### src/rtl/fixed_mul_seq.sv
// Sequential fixed-point multiplier: (a_int + a_frac/10000) * b, result in the same
// integer / 1e-4 fraction format, via 16-cycle shift-add then 16-cycle divide by 10000.
module fixed_mul_seq (
    input  logic        clk,
    input  logic        rst_n,
    input  logic        start,
    input  logic [15:0] a_int,
    input  logic [15:0] a_frac,
    input  logic [15:0] b,
    output logic        busy,
    output logic        done,
    output logic [15:0] p_int,
    output logic [15:0] p_frac,
    output logic        ovf,
    output logic        err
);

    typedef enum logic [1:0] {IDLE, MUL, DIV, FIN} state_t;

    state_t      state;
    logic [3:0]  cnt;
    logic [15:0] op_a;
    logic [13:0] op_f;
    logic [15:0] op_b;
    logic        err_cap;
    logic [31:0] acc_i;
    logic [29:0] acc_f;
    logic [14:0] rem;
    logic [15:0] quo;

    logic [31:0] i_next;
    logic [29:0] f_next;
    logic [15:0] trial;
    logic        trial_ge;
    logic [14:0] rem_next;
    logic [32:0] i_sum;

    always_comb begin
        i_next   = {acc_i[30:0], 1'b0} + (op_b[15] ? {16'd0, op_a} : 32'd0);
        f_next   = {acc_f[28:0], 1'b0} + (op_b[15] ? {16'd0, op_f} : 30'd0);
        // acc_f is left-aligned during DIV so its MSB feeds the next dividend bit
        trial    = {rem, acc_f[29]};
        trial_ge = (trial >= 16'd10000);
        rem_next = trial_ge ? (trial[14:0] - 15'd10000) : trial[14:0];
        i_sum    = {1'b0, acc_i} + {17'd0, quo};
    end

    always_ff @(posedge clk or negedge rst_n) begin
        if (!rst_n) begin
            state   <= IDLE;
            cnt     <= '0;
            op_a    <= '0;
            op_f    <= '0;
            op_b    <= '0;
            err_cap <= 1'b0;
            acc_i   <= '0;
            acc_f   <= '0;
            rem     <= '0;
            quo     <= '0;
            busy    <= 1'b0;
            done    <= 1'b0;
            p_int   <= '0;
            p_frac  <= '0;
            ovf     <= 1'b0;
            err     <= 1'b0;
        end else begin
            done <= 1'b0;
            case (state)
                IDLE: begin
                    if (start) begin
                        op_a <= a_int;
                        op_b <= b;
                        if (a_frac > 16'd9999) begin
                            op_f    <= 14'd9999;
                            err_cap <= 1'b1;
                        end else begin
                            op_f    <= a_frac[13:0];
                            err_cap <= 1'b0;
                        end
                        acc_i <= '0;
                        acc_f <= '0;
                        cnt   <= '0;
                        busy  <= 1'b1;
                        state <= MUL;
                    end
                end
                MUL: begin
                    acc_i <= i_next;
                    op_b  <= {op_b[14:0], 1'b0};
                    cnt   <= cnt + 4'd1;
                    if (cnt == 4'd15) begin
                        // F < 10000*2^16, so the top 14 bits already sit below the divisor
                        rem   <= {1'b0, f_next[29:16]};
                        acc_f <= {f_next[15:0], 14'd0};
                        quo   <= '0;
                        state <= DIV;
                    end else begin
                        acc_f <= f_next;
                    end
                end
                DIV: begin
                    rem   <= rem_next;
                    quo   <= {quo[14:0], trial_ge};
                    acc_f <= {acc_f[28:0], 1'b0};
                    cnt   <= cnt + 4'd1;
                    if (cnt == 4'd15) begin
                        state <= FIN;
                    end
                end
                FIN: begin
                    p_int  <= i_sum[15:0];
                    p_frac <= {1'b0, rem};
                    ovf    <= |i_sum[32:16];
                    err    <= err_cap;
                    busy   <= 1'b0;
                    done   <= 1'b1;
                    state  <= IDLE;
                end
                default: state <= IDLE;
            endcase
        end
    end

endmodule

### config.mk
export PLATFORM = sky130hd
export DESIGN_NAME = fixed_mul_seq
export DESIGN_NICKNAME = d
export VERILOG_FILES = /design/src/rtl/fixed_mul_seq.sv
export SDC_FILE = /design/constraint.sdc
export NUM_CORES = 1
export LEC_CHECK = 0
export CAP_MARGIN = 0
export CORE_AREA = 4 4 166 233
export DETAILED_ROUTE_END_ITERATION = 8
export DIE_AREA = 0 0 170 237
export DONT_BUFFER_PORTS = 1
export GPL_TIMING_DRIVEN = 1
export PLACE_DENSITY = 0.45
export SLEW_MARGIN = 20
export SYNTH_ARGS = -nofsm -noshare
export SYNTH_HDL_FRONTEND = slang
export SYNTH_SLANG_ARGS = --single-unit
### constraint.sdc
create_clock -name clk -period 6.8 [get_ports clk]
set_input_delay 1.7 -clock clk [delete_from_list [all_inputs] [get_ports clk]]
set_output_delay 1.7 -clock clk [all_outputs]
set_load 0.05 [all_outputs]
==> results.txt <==
Outcome = completed
Rows = 83
Synthesized area = 0.01086 mm^2
Placeable Area = 0.03645 mm^2
Crit path kind = flip-flop to flip-flop
DRC = 0
Final setup margin = 3.175 ns
Most used DFF post-synth = dfrtp_1
Initial Utilization = 0.2979
Rel. slew slack = 0.3026
Fin crit period = 3.625 ns
Fillers = 3742
Area leader, netlist = dfrtp_1
Final hold vios = 0
Htree depth = 4
Vias = 8457
Syn avg cell area = 9.218 um^2
Max FO, Critical Path = 32
Post-Syn Instances = 1178
Final HPWL DP = 22.46 mm
Postcts setup bufs = 0
Post-DRT Antenna Nets = 0
Max-cap violations = 0
Clock buffer depth = 2
CTS Sinks = 181
Largest cells by area after synthesis = dfrtp_1 (42%), nand2_1 (6.7%), ha_1 (5.9%)
Maximum vdd drop = 0.2030 mV
Worst Path Arrival = 3.95 ns
Hold Slack = 0.4730 ns
CTS resizes = 0
FMAX = 275.9 MHz
EDFF count, synth = 0
Initial drt markers = 564
Grt total ovfl = 0
Clock slew at reported path FFs = 0.08 ns
WL final = 31.65 mm
Vias/cell = 5.230
Final Max Slew Viols = 0
Setup WS pre-CTS = 3.132 ns
# IOs = 87
CP Launch Type = flip-flop
Max Clock Skew = 0.01216 ns
Full die area = 0.04029 mm^2
WL/cell = 19.57 um
# diodes = 0
Unique cell type count in the Yosys netlist = 72
# setup viols final = 0
Synth Warn # = 0
Synth top area share = 0.4171
FF+latch count, synth = 181
Seq/Total Area, Yosys = 0.4171
Ys async rst share = 1.000
CTS tree = yes
First-pass GRT wire length = 50.38 mm
WP data required = 7.12 ns
CP Cell Sequence = and2_1 -> ha_1 -> fa_1 -> a21o_1 -> a2111oi_4 -> a211oi_2 -> a221oi_4 -> nor2_1 -> nand2_1 -> xor2_1 -> o221ai_1
Pwr Total = 5.214 mW
Worst hold path class = flip-flop to flip-flop
Worst-Skew Late Latency = 0.46 ns
Area grow syn2layout = 9.045%
Port bufs = 0
Total GRT Usage = 0.1603
NumNets Final = 1242
GP Congestion = 0.8263
Pwr/cell area = 440.3 mW/mm^2
Worst slew pin tran = 1.044 ns
Largest net degree at the start of global routing = 182
Die Span Y = 237 um
CTS buffer count = 17
Worst R2R Setup Slack = 3.18 ns
Final setup TNS = 0 ns
Syn Nets = 1283
Pleak = 5.268 nW
Proportion of layout cells with a drive suffix above 1 = 0.07652
Crit end category = flip-flop
TritonRoute pass-1 iters = 5
Post-route clock period utilization = 0.5331
Initial antenna violation count = 0
Clk Tree Root Cell = clkbuf_16
Die Span X = 170 um
Cell family with most CP delay = compound AO/OA/AOI/OAI gates
Slowest stage delay, CP = 0.64 ns
CP Buf/Inv Count = 0
Number of global-route vias before repair = 8742
RSZ-0062 raised after global routing = false
Hold_buf cts = 0
Slowest CP cell = dfrtp_1
==> final timing paths <==
path	start	to	cells after the start
hold / removal	op_a[10]	op_a[10]	2
min in group asynchronous	rst_n	acc_i[28]	0
hold reg to reg	op_a[10]	op_a[10]	2
setup reg to reg	op_b[15]	acc_f[25]	11
max in group asynchronous	rst_n	p_int[9]	0
setup / recovery	op_b[15]	acc_f[25]	11
==> report_power, final <==
group	internal [mW]	switching, mW	total (mW)
Sequential	1.44	0.729	2.17
Combinational	0.779	1.25	2.03
Clock	0.527	0.491	1.02
Total	2.75	2.47	5.21
==> area by class of cell <==
cell class                      instances  area [um^2]  share of cell area
Clock buffer                           19        442.9             0.03740
Clock inverter                         13        141.4             0.01194
Inverter                               20        75.07            0.006340
Multi-Input combinational cell        909         6008              0.5074
Sequential cell                       181         4529              0.3825
Tap cell                              467        584.3             0.04934
Timing Repair Buffer                    8        60.06            0.005072
==> routing by layer <==
| metal | track usage | share of wire | vias to the layer above |
|---|---|---|---|
| li1 | - | - | 4127 |
| met1 | 0.1698 | 0.38 | 4184 |
| met2 | 0.3169 | 0.58 | 111 |
| met3 | 0.02305 | 0.020 | 35 |
| met4 | 0.05400 | 0.022 | 0 |
| met5 | 0 | 0 | - |
==> sequential cells by signal (all words and copies together), names as in the netlist <==
signal,flops
acc_f,30
err,1
acc_i,32
rem,15
cnt,4
done,1
p_frac,15
p_int,16
busy,1
op_b,16
quo,16
op_f,14
state,2
op_a,16
err_cap,1
ovf,1
==> kinds of logic (layout without fill, tap and decap cells) <==
group	Yosys count	in the layout	share of synthesized area
simple gates	415	415	0.1795
compound gates	307	307	0.1912
flops	181	181	0.4171
buf+inv	88	60	0.03157
xor+xnor	77	77	0.06210
mux	55	55	0.05392
fa+ha+maj	54	54	0.06429
other cells	1	1	0.0003453
==> stage by stage <==
stage                       util  area, um^2  std cells
after floorplan                -       10860       1178
after global placement    0.3088       11260       1585
after detailed placement  0.3088       11260       1585
after CTS                 0.3249       11840       1617
after global routing      0.3249       11840       1617
final                     0.3249       11840       1617
==> synth_stat cells, types with 4 or more instances <==
| cell type | number |
|---|---|
| a211oi_1 | 7 |
| a21o_1 | 22 |
| a21oi_1 | 59 |
| a221oi_1 | 4 |
| a222oi_1 | 5 |
| a22o_1 | 12 |
| a22oi_1 | 18 |
| a31oi_1 | 8 |
| and2_1 | 37 |
| and3_1 | 13 |
| and4_1 | 4 |
| buf_1 | 12 |
| buf_2 | 7 |
| clkbuf_1 | 48 |
| dfrtp_1 | 181 |
| ha_1 | 51 |
| inv_1 | 20 |
| mux2_2 | 28 |
| mux2i_1 | 27 |
| nand2_1 | 194 |
| nand2b_1 | 4 |
| nand3_1 | 37 |
| nand3b_1 | 7 |
| nand4_1 | 11 |
| nor2_1 | 62 |
| nor2b_1 | 6 |
| nor3_1 | 10 |
| nor4_1 | 11 |
| o21a_1 | 8 |
| o21ai_0 | 89 |
| o21ai_1 | 9 |
| o21bai_1 | 5 |
| o22a_1 | 8 |
| o22ai_1 | 10 |
| o31ai_1 | 8 |
| xnor2_1 | 36 |
| xor2_1 | 41 |
==> tightest hold or removal path: stages (launching register included) <==
cell	delay (ns)
dfrtp_1	0.34
nand2_1	0.05
nand2_1	0.06
==> layout by cell type (no fill, tap or decap), types with 18 or more instances in the layout <==
master,instances
xnor2_1,36
mux2i_1,26
inv_1,20
nor2_1,62
o21ai_0,89
and2_1,37
a21oi_1,57
nand2_1,194
nand3_1,37
ha_1,50
mux2_2,28
a21o_1,22
dfrtp_1,181
xor2_1,41
a22oi_1,18
Note: power is estimated with default switching activity, not from simulation.
